--- src/rtl/imem_fetch_ctrl_if.sv ---
// rtl/imem_fetch_ctrl_if.sv - instruction-memory and decode-side signal bundle for the fetch sequencer
interface imem_fetch_ctrl_if;
    logic [63:0] imem_addr;
    logic [31:0] imem_instr;
    logic        redirect_valid;
    logic [63:0] redirect_pc;
    logic        out_valid;
    logic        out_ready;
    logic [31:0] out_instr;
    logic [63:0] out_pc;
    logic        fault;

    modport master (
        output imem_addr,
        input  imem_instr,
        input  redirect_valid,
        input  redirect_pc,
        output out_valid,
        input  out_ready,
        output out_instr,
        output out_pc,
        output fault
    );

    modport slave (
        input  imem_addr,
        output imem_instr,
        output redirect_valid,
        output redirect_pc,
        input  out_valid,
        output out_ready,
        input  out_instr,
        input  out_pc,
        input  fault
    );
endinterface

--- src/rtl/imem_fetch_ctrl.sv ---
// rtl/imem_fetch_ctrl.sv - fetch PC sequencer with one-cycle memory latency tracking and 2-entry output queue
module imem_fetch_ctrl #(
    parameter logic [63:0] RESET_PC = 64'h0,
    parameter int unsigned MEM_SIZE = 4095
) (
    input  logic                  clk,
    input  logic                  rst_n,
    imem_fetch_ctrl_if.master     bus
);

    localparam logic [64:0] LAST_BYTE = 65'(MEM_SIZE) - 65'd1;

    logic [63:0] fetch_pc;
    logic        inflight_valid;
    logic [63:0] inflight_pc;

    logic [63:0] head_pc;
    logic [31:0] head_instr;
    logic [63:0] tail_pc;
    logic [31:0] tail_instr;
    logic [1:0]  count;
    logic        fault_q;

    logic        redirect;
    logic        pc_bad;
    logic        out_valid_int;
    logic        pop;
    logic        push;
    logic [1:0]  occupancy;
    logic        space_ok;
    logic        issue;
    logic        fault_set;

    always_comb begin
        redirect      = bus.redirect_valid;
        // 65-bit sum so a PC near the top of the address space cannot wrap into range
        pc_bad        = (fetch_pc[1:0] != 2'b00) || (({1'b0, fetch_pc} + 65'd3) > LAST_BYTE);
        out_valid_int = (count != 2'd0) && !redirect;
        pop           = out_valid_int && bus.out_ready;
        push          = inflight_valid && !redirect;
        // Entries held after this edge if nothing new is issued; issue only when one slot stays free
        occupancy     = count - {1'b0, pop} + {1'b0, inflight_valid};
        space_ok      = (occupancy < 2'd2);
        issue         = !redirect && !fault_q && !pc_bad && space_ok;
        fault_set     = !redirect && !fault_q &&  pc_bad && space_ok;
    end

    always_ff @(posedge clk or negedge rst_n) begin
        if (!rst_n) begin
            fetch_pc       <= RESET_PC;
            inflight_valid <= 1'b0;
            inflight_pc    <= 64'h0;
            fault_q        <= 1'b0;
        end else if (redirect) begin
            fetch_pc       <= bus.redirect_pc;
            inflight_valid <= 1'b0;
            fault_q        <= 1'b0;
        end else begin
            inflight_valid <= issue;
            if (issue) begin
                inflight_pc <= fetch_pc;
                fetch_pc    <= fetch_pc + 64'd4;
            end
            if (fault_set) begin
                fault_q <= 1'b1;
            end
        end
    end

    always_ff @(posedge clk or negedge rst_n) begin
        if (!rst_n) begin
            count      <= 2'd0;
            head_pc    <= 64'h0;
            head_instr <= 32'h0;
            tail_pc    <= 64'h0;
            tail_instr <= 32'h0;
        end else if (redirect) begin
            count <= 2'd0;
        end else begin
            case ({push, pop})
                2'b10: begin
                    if (count == 2'd0) begin
                        head_pc    <= inflight_pc;
                        head_instr <= bus.imem_instr;
                    end else begin
                        tail_pc    <= inflight_pc;
                        tail_instr <= bus.imem_instr;
                    end
                    count <= count + 2'd1;
                end
                2'b01: begin
                    head_pc    <= tail_pc;
                    head_instr <= tail_instr;
                    count      <= count - 2'd1;
                end
                2'b11: begin
                    if (count == 2'd1) begin
                        head_pc    <= inflight_pc;
                        head_instr <= bus.imem_instr;
                    end else begin
                        head_pc    <= tail_pc;
                        head_instr <= tail_instr;
                        tail_pc    <= inflight_pc;
                        tail_instr <= bus.imem_instr;
                    end
                end
                default: begin
                    count <= count;
                end
            endcase
        end
    end

    always_comb begin
        bus.imem_addr = fetch_pc;
        bus.out_valid = out_valid_int;
        bus.out_pc    = (count != 2'd0) ? head_pc    : 64'h0;
        bus.out_instr = (count != 2'd0) ? head_instr : 32'h0;
        bus.fault     = fault_q;
    end

endmodule
--- src/flat_wrapper.sv ---
// flat-port wrapper written by rule: the top's interface ports become plain ports
module imem_fetch_ctrl_flat 
#(
    parameter logic [63:0] RESET_PC = 64'h0,
    parameter int unsigned MEM_SIZE = 4095
)
  (clk, rst_n, bus_imem_addr, bus_imem_instr, bus_redirect_valid, bus_redirect_pc, bus_out_valid, bus_out_ready, bus_out_instr, bus_out_pc, bus_fault);
  imem_fetch_ctrl_if bus_i ();
  input  logic clk;
  input  logic rst_n;
  output wire logic [$bits(bus_i.imem_addr)-1:0] bus_imem_addr;
  input wire logic [$bits(bus_i.imem_instr)-1:0] bus_imem_instr;
  input wire logic [$bits(bus_i.redirect_valid)-1:0] bus_redirect_valid;
  input wire logic [$bits(bus_i.redirect_pc)-1:0] bus_redirect_pc;
  output wire logic [$bits(bus_i.out_valid)-1:0] bus_out_valid;
  input wire logic [$bits(bus_i.out_ready)-1:0] bus_out_ready;
  output wire logic [$bits(bus_i.out_instr)-1:0] bus_out_instr;
  output wire logic [$bits(bus_i.out_pc)-1:0] bus_out_pc;
  output wire logic [$bits(bus_i.fault)-1:0] bus_fault;
  assign bus_imem_addr = bus_i.imem_addr;
  assign bus_i.imem_instr = bus_imem_instr;
  assign bus_i.redirect_valid = bus_redirect_valid;
  assign bus_i.redirect_pc = bus_redirect_pc;
  assign bus_out_valid = bus_i.out_valid;
  assign bus_i.out_ready = bus_out_ready;
  assign bus_out_instr = bus_i.out_instr;
  assign bus_out_pc = bus_i.out_pc;
  assign bus_fault = bus_i.fault;
  imem_fetch_ctrl #(.RESET_PC(RESET_PC), .MEM_SIZE(MEM_SIZE)) u_core (.clk(clk), .rst_n(rst_n), .bus(bus_i));
endmodule
--- config.mk ---
export PLATFORM = sky130hd
export DESIGN_NAME = imem_fetch_ctrl_flat
export DESIGN_NICKNAME = d
export VERILOG_FILES = /design/src/rtl/imem_fetch_ctrl_if.sv /design/src/rtl/imem_fetch_ctrl.sv /design/src/flat_wrapper.sv
export SDC_FILE = /design/constraint.sdc
export NUM_CORES = 1
export LEC_CHECK = 0
export CORE_MARGIN = 2
export CORE_UTILIZATION = 38
export CTS_CLUSTER_DIAMETER = 150
export DETAILED_ROUTE_END_ITERATION = 10
export GPL_ROUTABILITY_DRIVEN = 0
export GPL_TIMING_DRIVEN = 0
export SLEW_MARGIN = 20
export SYNTH_ARGS = -nofsm -noshare
export SYNTH_HDL_FRONTEND = slang
export SYNTH_SLANG_ARGS = --single-unit
export TNS_END_PERCENT = 5
--- constraint.sdc ---
create_clock -name clk -period 4.7 [get_ports clk]
set_input_delay 0.94 -clock clk [delete_from_list [all_inputs] [get_ports clk]]
set_output_delay 0.94 -clock clk [all_outputs]
set_load 0.05 [all_outputs]
After elaboration in Yosys (flattened, before gate mapping)
Cells that the tools add are included.
{ "op_classes": {"reduce_logical": 23, "magnitude_cmp": 2, "bitwise": 1, "n_mux": 21, "add_sub_neg": 6, "n_eq_ne": 7} }
{ "op_table": {"columns": ["op", "n"], "rows": [
  ["$mux W64", 7],
  ["$pmux W64 S3", 1],
  ["$mux W32", 5],
  ["$pmux W64 S2", 1],
  ["$pmux W32 S3", 1],
  ["$add A64 B2 Y65 const B", 1],
  ["$gt A65 B12 Y1 const B", 1],
  ["$add A64 B3 Y64 const B", 1],
  ["$pmux W32 S2", 1],
  ["$reduce_bool A2 Y1", 5],
  ["$logic_and A1 B1 Y1", 8],
  ["$reduce_bool A3 Y1", 2],
  ["$eq A2 B1 Y1 const B", 2],
  ["$eq A2 B2 Y1 const B", 2],
  ["$ne A2 B2 Y1 const B", 2],
  ["$pmux W2 S2", 1],
  ["$reduce_and A4 Y1", 1],
  ["$logic_not A1 Y1", 3],
  ["$mux W1", 3],
  ["$reduce_and A3 Y1", 1],
  ["$add A2 B1 Y2", 1],
  ["$add A2 B1 Y2 const B", 1],
  ["$logic_not A2 Y1", 1],
  ["$lt A2 B2 Y1 const B", 1],
  ["7 further kinds", 7]
]} }
{ "totals": {"output_inout_bits": 162, "in_bits": 100, "ff_bits": 324} }

Depth between registers and ports, before layout
Gate-level depths: netlist (run 1).
{ "depth": {"ltp_word": 9, "depth_mapped": 16} }

Least setup slack after synthesis (run 1)
No wires, ideal clock.
{ "synth_timing": {"path_kind": "register to register", "startpoint": "reg u_core.fetch_pc[0] (netlist: u_core.bus.imem_addr[0])", "endpoint": "reg u_core.fetch_pc[3] (netlist: u_core.bus.imem_addr[3])", "synth_period_minus_slack_ps": 4102, "arrival_ps": 4022, "n_path_buf": 1, "path_slack_ps": 598, "stages_incl_launch_ff": 13, "path_cell_list": "dfrtp_1 > inv_1 > ha_1 > nand3b_1 > or4_1 > buf_2 > nor3_1 > xnor2_1 > nand4_1 > or4b_1 > or4_1 > or4_4 > o211ai_2"} }
{ "synth_between": {"elab_chain_cells": 7} }
{ "synth_lines": {"columns": ["element", "line_no", "text"], "rows": [
  ["start, declared", "imem_fetch_ctrl.sv:13", "logic [63:0] fetch_pc;"],
  ["start signal, assigned", "imem_fetch_ctrl.sv:55", "fetch_pc <= bus.redirect_pc;"],
  ["start signal, assigned", "imem_fetch_ctrl.sv:62", "fetch_pc <= fetch_pc + 64'd4;"],
  ["$add A64 B2 Y65", "imem_fetch_ctrl.sv:37", "pc_bad = (fetch_pc[1:0] != 2'b00) || (({1'b0, fetch_pc} + 65'd3) > LAST_BYTE);"],
  ["$gt A65 B12 Y1", "imem_fetch_ctrl.sv:37", null],
  ["$logic_or A1 B1 Y1", "imem_fetch_ctrl.sv:37", null],
  ["$logic_not A1 Y1", "imem_fetch_ctrl.sv:44", "issue = !redirect && !fault_q && !pc_bad && space_ok;"],
  ["$logic_and A1 B1 Y1 (2 in series)", "imem_fetch_ctrl.sv:44", null],
  ["$reduce_bool A2 Y1 (no source line)", null, null]
]} }
Parallel ways exist; a longest one is shown, timed or not. The select of a mux whose other input is x is not followed.
A chain may end at the register's enable or synchronous reset.

Final worst setup path (run 1)
{ "layout_timing": {"startpoint": "reg u_core.fetch_pc[0] (netlist: u_core.bus.imem_addr[0])", "endpoint": "reg u_core.inflight_pc[0]"} }
{ "layout_between": {"elab_chain_cells": 7} }
{ "layout_lines": {"columns": ["element", "line_no", "text"], "rows": [
  ["$add A64 B2 Y65", "imem_fetch_ctrl.sv:37", null],
  ["$gt A65 B12 Y1", "imem_fetch_ctrl.sv:37", null],
  ["$logic_or A1 B1 Y1", "imem_fetch_ctrl.sv:37", null],
  ["$logic_not A1 Y1", "imem_fetch_ctrl.sv:44", null],
  ["$logic_and A1 B1 Y1 (2 in series)", "imem_fetch_ctrl.sv:44", null],
  ["$reduce_and A2 Y1 (no source line)", null, null],
  ["end signal, assigned", "imem_fetch_ctrl.sv:61", "inflight_pc <= fetch_pc;"],
  ["end, declared", "imem_fetch_ctrl.sv:15", "logic [63:0] inflight_pc;"]
]} }
Parallel ways exist; a longest one is shown, timed or not.

==> results of run 1 <==
[area by class of cell]
class / instances / area [um^2] / area share, %
diodes: 1 / 2.50 / 0.0122
flip-flops and latches: 324 / 8110 / 39.4
clock buffers: 54 / 1110 / 5.39
repair buffers: 267 / 2720 / 13.2
plain buffers: 104 / 415 / 2.02
inverters: 20 / 75.1 / 0.365
multi-input cells: 1034 / 7380 / 35.8
well taps: 532 / 666 / 3.23
clock inverters: 11 / 115 / 0.559
[kinds of logic (layout without fill, tap and decap cells)]
family                   after synthesis  in the layout  share of synthesized area, %
adder cells (fa/ha/maj)                6              6                         0.472
AO/OA/AOI/OAI                        193            193                          7.34
flip-flops                           324            324                          50.9
other                                  0              1                             0
buffers and inverters                124            456                          3.06
AND/OR/NAND/NOR                      556            556                          19.6
multiplexers                         255            255                          17.2
XOR/XNOR                              24             24                          1.32
[final timing paths]
| kind | slack, ns | depth (start not counted) | startpoint | end |
|---|---|---|---|---|
| max | 0.25 | 12 | u_core.bus.imem_addr[0] | u_core.inflight_pc[0] |
| min | 0.31 | 1 | rst_n | u_core.head_instr[21] |
| max reg2reg | 0.25 | 12 | u_core.bus.imem_addr[0] | u_core.inflight_pc[0] |
| min reg2reg | 0.50 | 1 | u_core.tail_pc[7] | u_core.tail_pc[7] |
| max in group asynchronous | 3.54 | 2 | rst_n | u_core.bus.imem_addr[28] |
| min in group clk | 0.50 | 1 | u_core.tail_pc[7] | u_core.tail_pc[7] |
[worst max-delay path, delay by kind of cell, from the launching register on]
| kind | cells | cell delay (ns) |
|---|---|---|
| adder cells (fa/ha/maj) | 1 | 0.31 |
| XOR/XNOR | 1 | 0.21 |
| flip-flops | 1 | 0.50 |
| AND/OR/NAND/NOR | 7 | 2.82 |
| buffers and inverters | 2 | 0.38 |
| AO/OA/AOI/OAI | 1 | 0.14 |
[stage by stage]
| stage | total power (uW) | TNS (ns) | instance area, um^2 | setup WS (ns) |
|---|---|---|---|---|
| finish | 7350 | 0 | 20600 | 0.252 |
| global route | 7700 | 0 | 20600 | 0.0157 |
| CTS | 7450 | 0 | 20500 | 0.00402 |
| detailed placement | 4530 | -30.83 | 19300 | -0.678 |
| global placement | 4500 | -3697.40 | 19200 | -11.36 |
| floorplan | 4050 | 0 | 15900 | 0.598 |
[flip-flops by register name, indices dropped and copies added, names as in the netlist]
name	count
u_core.count	2
u_core.bus.imem_addr	64
u_core.inflight_valid	1
u_core.head_instr	32
u_core.tail_pc	64
u_core.head_pc	64
u_core.tail_instr	32
u_core.bus.fault	1
u_core.inflight_pc	64
[per-layer routing]
layer	share of wire [%]	routed length, um	vias to the layer above
li1	-	-	5918
met1	45	20400	6255
met2	46	20600	419
met3	5.8	2590	90
met4	2.8	1240	0
met5	0	0	-
[what timing repair did]
item | CTS | global route
hold buffers | 0 | 0
endpoints found under the setup margin | 74 | 104
gates resized for setup | 3 | 12
pin swaps | 2 | 1
setup buffers | 2 | 2
[report_power, final]
part | switching [uW] | internal, uW | total (uW)
clock | 1160 | 1700 | 2870
combinational | 653 | 500 | 1150
sequential | 224 | 3110 | 3330
total | 2040 | 5310 | 7350
[cell usage in the layout, fill, tap and decap left out, types with 7 or more instances in the layout]
cell type and n:
a21oi_1 101, and2_1 56, buf_1 17, buf_2 11, clkbuf_1 75, clkbuf_16 38, clkbuf_8 10, clkdlybuf4s50_1 259
dfrtp_1 324, inv_1 20, mux2_2 150, mux2i_1 105, nand2_1 55, nand3_1 29, nand4_1 53, nand4b_1 7
nor2_1 126, nor2b_1 105, nor3_1 19, nor4_1 19, nor4_2 7, o21ai_0 24, o31ai_1 9, or3_1 10
or4_1 16, xnor2_1 17, xor2_1 7
==> results.json, run 1 <==
{
  "antenna_found_initial": 0,
  "startpoint_type": "flop",
  "ant_nets": 0,
  "yosysTopAreaCell": "dfrtp_1",
  "rsz0062_at_grt": "no",
  "ys_warn_count": 0,
  "ys_async_sr_fraction_pct": 100,
  "drt-initial-drc-count": 1115,
  "grt_first_pass_wirelength_um": 71900,
  "synth_fp_nets": 1588,
  "rows": 74,
  "slowest_delay_ns": 0.60,
  "p_leak_uw": 0.00923,
  "start_util_pct": 38.7,
  "fin_hold_ws_ns": 0.309,
  "ios": 262,
  "use_met2_pct": 32.6,
  "path_common_cell": "or4_1",
  "h-tree-depth": 2,
  "cts_tree": "built",
  "status": "finished clean",
  "slowest_stage": "or4_4",
  "layout-drive-gt1-share_pct": 14.6,
  "fillCellCount": 3829,
  "end_kind": "flop",
  "die_h_um": 209,
  "root_buffer": "clkbuf_16",
  "slew_headroom_pct": 28.6,
  "grt_usage_pct": 20.8,
  "power-per-cell-area_mw_per_mm2": 357,
  "synth.top_cell.area_share_pct": 50.9,
  "grt_pass1_vias": 12600,
  "synth.most_common_cell": "dfrtp_1",
  "fmax_mhz": 225,
  "fin_nets": 1894,
  "netlist_top_cells_area": "dfrtp_1, mux2_2, mux2i_1",
  "clkSinkCount": 324,
  "groute.layer.met1.usage_pct": 28.8,
  "synthFlopType": "dfrtp_1",
  "ir_worst_vdd_mv": 0.295,
  "cp_cell_sequence": "inv_1, ha_1, nand3b_1, or4_1, buf_2, nor3_1, xnor2_1, nand4_1, or4b_1, or4_1, or4_4, o21ai_1",
  "fin_skew_ns": 0.0114,
  "slew_violations": 0,
  "post-route-util_pct": 50.1,
  "overflow": 0,
  "final-hold-violation-count": 0,
  "worst_pin_slew_ns": 1.06,
  "num_vias": 12700,
  "cp_max_fo": 8,
  "cp_data_arrival_time_ns": 4.92,
  "grt-busiest-layer": "met2",
  "wl_per_cell_um": 19.1,
  "syn_inst": 1482,
  "numCtsBuffers": 37,
  "dp_hpwl_um": 32500,
  "cap_violations": 0,
  "core_area_mm2": 0.0411,
  "routed_wl_um": 44900,
  "synthTopCellsByCount": "dfrtp_1, mux2_2, nor2_1",
  "crit_type": "reg2reg",
  "portBuffers": 260,
  "fp.dieW_um": 209,
  "finalSetupViolations": 0,
  "seq_area_frac_synth_pct": 50.9,
  "use_met3_pct": 4.40,
  "drtPass1Iterations": 6,
  "clk_pin_slew_ns": 0.06,
  "syn_area_per_cell_um2": 10.7,
  "period_minus_slack_ns": 4.45,
  "clock_latency_ns": 0.55,
  "clk_path_buf_depth": 3,
  "netlist_area_mm2": 0.0159,
  "hp-class": "in2async",
  "synth_edf_count": 0,
  "dp_cells": 2277,
  "drc": 0,
  "final_cells": 2347,
  "min_period_over_period_pct": 94.6,
  "synth-seq-cells": 324,
  "grt_max_degree": 98,
  "routed_via_density": 5.40,
  "dieArea_mm2": 0.0435,
  "area_delta_synth_final_pct": 29.4,
  "required_ns": 5.17,
  "ys_types": 70
}
Power figures use the tool's default switching activity.
==> run 2: changes to the inputs <==
Settings changed: GPL_TIMING_DRIVEN 0 to not set.
==> run 2 against run 1 <==
Global-route usage shrank 1.0 points. Fmax increased by 2.6%. Power rose by 0.64%. Final cell count down 3.2%. Worst setup slack better by 0.11 ns. Flip-flop and latch count stayed put. Routed wire length is 3.9% lower. First-iteration DRC count down 10%. Via count is 2.8% lower. Critical path type unchanged. Largest power group unchanged.
==> results.json, run 2 (synthesized netlist as in run 1, its figures left out) <==
{
  "ios": 262,
  "grt_first_pass_wirelength_um": 69200,
  "wl_per_cell_um": 19.0,
  "grt_pass1_vias": 12300,
  "seq_area_mm2": 0.00811,
  "fillCellCount": 3822,
  "r2r_setup_slack_ns": 0.36,
  "fin_tns_setup_ns": 0,
  "drt-initial-drc-count": 999,
  "power-per-cell-area_mw_per_mm2": 363,
  "grt_usage_pct": 19.8,
  "portBuffers": 261,
  "layout-drive-gt1-share_pct": 15.2,
  "multi_input_area_mm2": 0.00736,
  "cp_max_fo": 81,
  "fin_skew_ns": 0.0155,
  "clk_pin_slew_ns": 0.06,
  "post_cts_buffers": 0,
  "drtPass1Iterations": 5,
  "final-hold-violation-count": 0,
  "ant_nets": 0,
  "start_util_pct": 38.7,
  "startpoint_type": "flop",
  "cts_hold_buf": 0,
  "ir_worst_vdd_mv": 0.252,
  "layout_common_cells": "dfrtp_1, clkdlybuf4s50_1, mux2_2",
  "routed_via_density": 5.43,
  "dp_hpwl_um": 28900,
  "p_leak_uw": 0.00918,
  "cp_data_arrival_time_ns": 4.81,
  "hp-class": "in2async",
  "overflow": 0,
  "drc": 0,
  "fp.dieW_um": 209,
  "clk_path_buf_depth": 3,
  "cap_violations": 0,
  "root_buffer": "clkbuf_16",
  "dieArea_mm2": 0.0435,
  "num_vias": 12300,
  "routed_wl_um": 43100,
  "slew_violations": 0,
  "rows": 74,
  "worst_pin_slew_ns": 1.05,
  "clkSinkCount": 324,
  "finalSetupViolations": 0,
  "required_ns": 5.17,
  "cts_tree": "built",
  "postCtsResizedCells": 0,
  "core_area_mm2": 0.0411,
  "die_h_um": 209,
  "numCtsBuffers": 38,
  "crit_type": "reg2reg",
  "final_common_cell": "dfrtp_1",
  "fin_nets": 1814,
  "r2r_cells": 12,
  "grt_max_degree": 128,
  "min_period_over_period_pct": 92.2,
  "fmax_mhz": 231,
  "clock_latency_ns": 0.55,
  "fin_area_mm2": 0.0204,
  "end_kind": "flop",
  "h-tree-depth": 2,
  "place_area_mm2": 0.0191,
  "period_minus_slack_ns": 4.34,
  "slew_headroom_pct": 28.4,
  "status": "finished clean",
  "rsz0062_at_grt": "no",
  "antenna_found_initial": 0,
  "area_delta_synth_final_pct": 28.0
}
## run 2: final cells by class
cell class / instances / share of cell area (%)
timing repair buffer: 290 / 14.2
antenna: 1 / 0.0123
clock inverter: 6 / 0.240
clock buffer: 64 / 5.99
sequential: 324 / 39.8
inverter: 20 / 0.369
tap: 532 / 3.27
multi-input combinational: 1034 / 36.1
## run 2: critical path: stages, from the launching register on
cell	delay, ns
dfrtp_1	0.47
inv_1	0.13
ha_1	0.30
nand3b_1	0.31
or4_1	0.65
nor4_1	0.46
nor4b_1	0.40
o211ai_1	0.14
nor4_1	0.37
nand4_1	0.22
buf_12	0.24
or4_1	0.43
nand3_1	0.10
## run 2: report_power, final
| group | switching (uW) | internal (uW) |
|---|---|---|
| Sequential | 267 | 3110 |
| Clock | 1160 | 1770 |
| Combinational | 599 | 493 |
## run 2: final timing paths
path | from | endpoint
max reg2reg | u_core.bus.imem_addr[0] | u_core.bus.imem_addr[7]
max | u_core.bus.imem_addr[0] | u_core.bus.imem_addr[7]
min in group clk | u_core.tail_pc[6] | u_core.tail_pc[6]
max in group asynchronous | rst_n | u_core.head_pc[59]
min | rst_n | u_core.tail_instr[24]
min reg2reg | u_core.tail_pc[6] | u_core.tail_pc[6]
## run 2: routing by layer
metal  part of all wire, %  GRT usage, %  routed length, um
met3                   6.5          4.66               2790
met1                    44          26.8              19200
met5                     0             0                  0
met2                    45          30.9              19500
met4                   3.7          7.36               1620
## run 2: stage by stage
step / hold WS [ns] / setup slack, ns / cells / util, % / power (uW)
after global placement: 0.485 / 0.604 / 2200 / 46.4 / 4490
after CTS: 0.505 / 0.474 / 2270 / 49.5 / 7520
after floorplan: 0.472 / 0.598 / 1482 / - / 4050
after global routing: 0.509 / 0.00700 / 2270 / 49.5 / 7780
after detailed placement: 0.492 / 0.503 / 2200 / 46.4 / 4520
final: 0.492 / 0.364 / 2271 / 49.5 / 7400
==> run 3: changes to the inputs <==
Clock period 4.7 ns to 4.5 ns, I/O delays scaled along.
==> run 3 against run 2 <==
First-iteration DRC count shrank 6.7%. Sequential share of layout area fell by 0.066 points. Fmax grew 2.3%. Die area unchanged. Power grew 4.2%. Count of clock-buffer cells in the layout down 6. Critical endpoint is now u_core.inflight_pc[6]. Final cell count decreased by 0.13%. Sequential power increased by 4%. Worst hold slack worse by 0.076 ns. Routed wire length is 2.0% lower. Worst setup slack worse by 0.10 ns. Critical path type unchanged.
==> results.json, run 3 (synthesized netlist as in run 1, its figures left out) <==
{
  "rows": 74,
  "rsz0062_at_grt": "no",
  "finalSetupViolations": 0,
  "numCtsBuffers": 38,
  "num_vias": 12200,
  "clock_latency_ns": 0.56,
  "slowest_delay_ns": 0.93,
  "drt-initial-drc-count": 932,
  "worstSetupStartpoint": "u_core.bus.imem_addr[4]",
  "core_area_mm2": 0.0411,
  "fin_tns_setup_ns": 0,
  "fillCellCount": 3744,
  "required_ns": 4.93,
  "overflow": 0,
  "hp-class": "in2async",
  "layout_common_cells": "dfrtp_1, clkdlybuf4s50_1, mux2_2",
  "path_common_cell": "buf_4",
  "area_delta_synth_final_pct": 28.2,
  "place_area_mm2": 0.0191,
  "status": "finished clean",
  "diodes": 0,
  "final-hold-violation-count": 0,
  "fin_nets": 1817,
  "grt_usage_pct": 19.5,
  "h-tree-depth": 2,
  "clk_path_buf_depth": 3,
  "grt_pass1_vias": 12300,
  "r2r_start": "u_core.bus.imem_addr[4]",
  "antenna_found_initial": 0,
  "wl_per_cell_um": 18.6,
  "dp_hpwl_um": 28200,
  "fmax_mhz": 236,
  "cp_data_arrival_time_ns": 4.67,
  "slew_violations": 0,
  "grt_max_degree": 129,
  "start_util_pct": 38.7,
  "slowest_stage": "nor3_1",
  "ios": 262,
  "final_common_cell": "dfrtp_1",
  "drc": 0,
  "cap_violations": 0,
  "layout-drive-gt1-share_pct": 15.1,
  "fp.dieW_um": 209,
  "multi_input_area_mm2": 0.00738,
  "period_minus_slack_ns": 4.24,
  "worst_pin_slew_ns": 1.07,
  "grt_first_pass_wirelength_um": 68800,
  "post-route-util_pct": 49.6,
  "clkSinkCount": 324,
  "routed_wl_um": 42200,
  "power-per-cell-area_mw_per_mm2": 378,
  "clk_pin_slew_ns": 0.06,
  "fin_skew_ns": 0.0281,
  "ir_worst_vdd_mv": 0.274,
  "p_leak_uw": 0.00919,
  "crit_type": "reg2reg",
  "startpoint_type": "flop",
  "fin_area_mm2": 0.0204,
  "end_kind": "flop",
  "post_cts_buffers": 0,
  "root_buffer": "clkbuf_16",
  "routed_via_density": 5.36,
  "dp_slack_ns": 0.209,
  "cp_cell_sequence": "o2111ai_2, nor3_1, nand4b_1, mux2i_1, a221o_1, nor4b_1, nand4_1, buf_4, buf_4, mux2_2",
  "die_h_um": 209,
  "portBuffers": 261,
  "min_period_over_period_pct": 94.2,
  "cts_tree": "built",
  "ant_nets": 0,
  "seq_area_mm2": 0.00811,
  "dieArea_mm2": 0.0435,
  "setup_ws_ns": 0.263,
  "cp_max_fo": 27,
  "slew_headroom_pct": 28.0,
  "drtPass1Iterations": 6
}
-- run 3: changes by cell type in the layout (fill, tap and decap cells not counted), sizes merged --
cell,previous run,this run
diode,1,0
bufinv,0,2
clkinv,4,2
clkbuf,64,58
inv,22,23
buf,31,34
-- run 3: what timing repair did --
action | in CTS | in global routing
gates resized for setup | 0 | 3
hold buffers | 0 | 0
setup endpoints to repair | 0 | 61
-- run 3: worst paths after layout --
kind                                           to  slack (ns)  cells past startpoint
max in group asynchronous  u_core.inflight_pc[57]        3.00                      2
max                         u_core.inflight_pc[6]        0.26                     10
min reg2reg                    u_core.tail_pc[13]        0.50                      1
min in group clk               u_core.tail_pc[13]        0.50                      1
min                         u_core.head_instr[21]        0.42                      1
max reg2reg                 u_core.inflight_pc[6]        0.26                     10
-- run 3: layout make-up --
class	instances	area share, %
Sequential cell	324	39.7
Multi-Input combinational cell	1034	36.2
Timing Repair Buffer	293	14.4
Clock buffer	58	5.48
Tap cell	532	3.26
Clock inverter	7	0.546
Inverter	20	0.368
-- run 3: worst max-delay path, delay by kind of cell (launching register included) --
family	cells	cell delay (ns)
compound gates	2	0.63
buf+inv	2	0.53
flops	1	0.51
mux	2	0.53
simple gates	4	1.91
-- run 3: stage by stage --
stage                     cells  total power [uW]  hold slack [ns]
after CTS                  2267              7820            0.449
final                      2268              7710            0.416
after floorplan            1482              4230            0.472
after detailed placement   2202              4720            0.492
after global routing       2268              8100            0.485
after global placement     2202              4690            0.485
-- run 3: metal layers --
metal / vias to the layer above / wire length [um] / global-route usage [%]
li1: 5750 / - / -
met4: 0 / 1390 / 7.49
met2: 359 / 19100 / 30.0
met1: 5958 / 19400 / 27.3
met5: - / 0 / 0
met3: 94 / 2320 / 3.80
-- run 3: power by group --
part / internal, uW / switching, uW
clock network: 1830 / 1210
logic: 519 / 631
registers: 3250 / 271
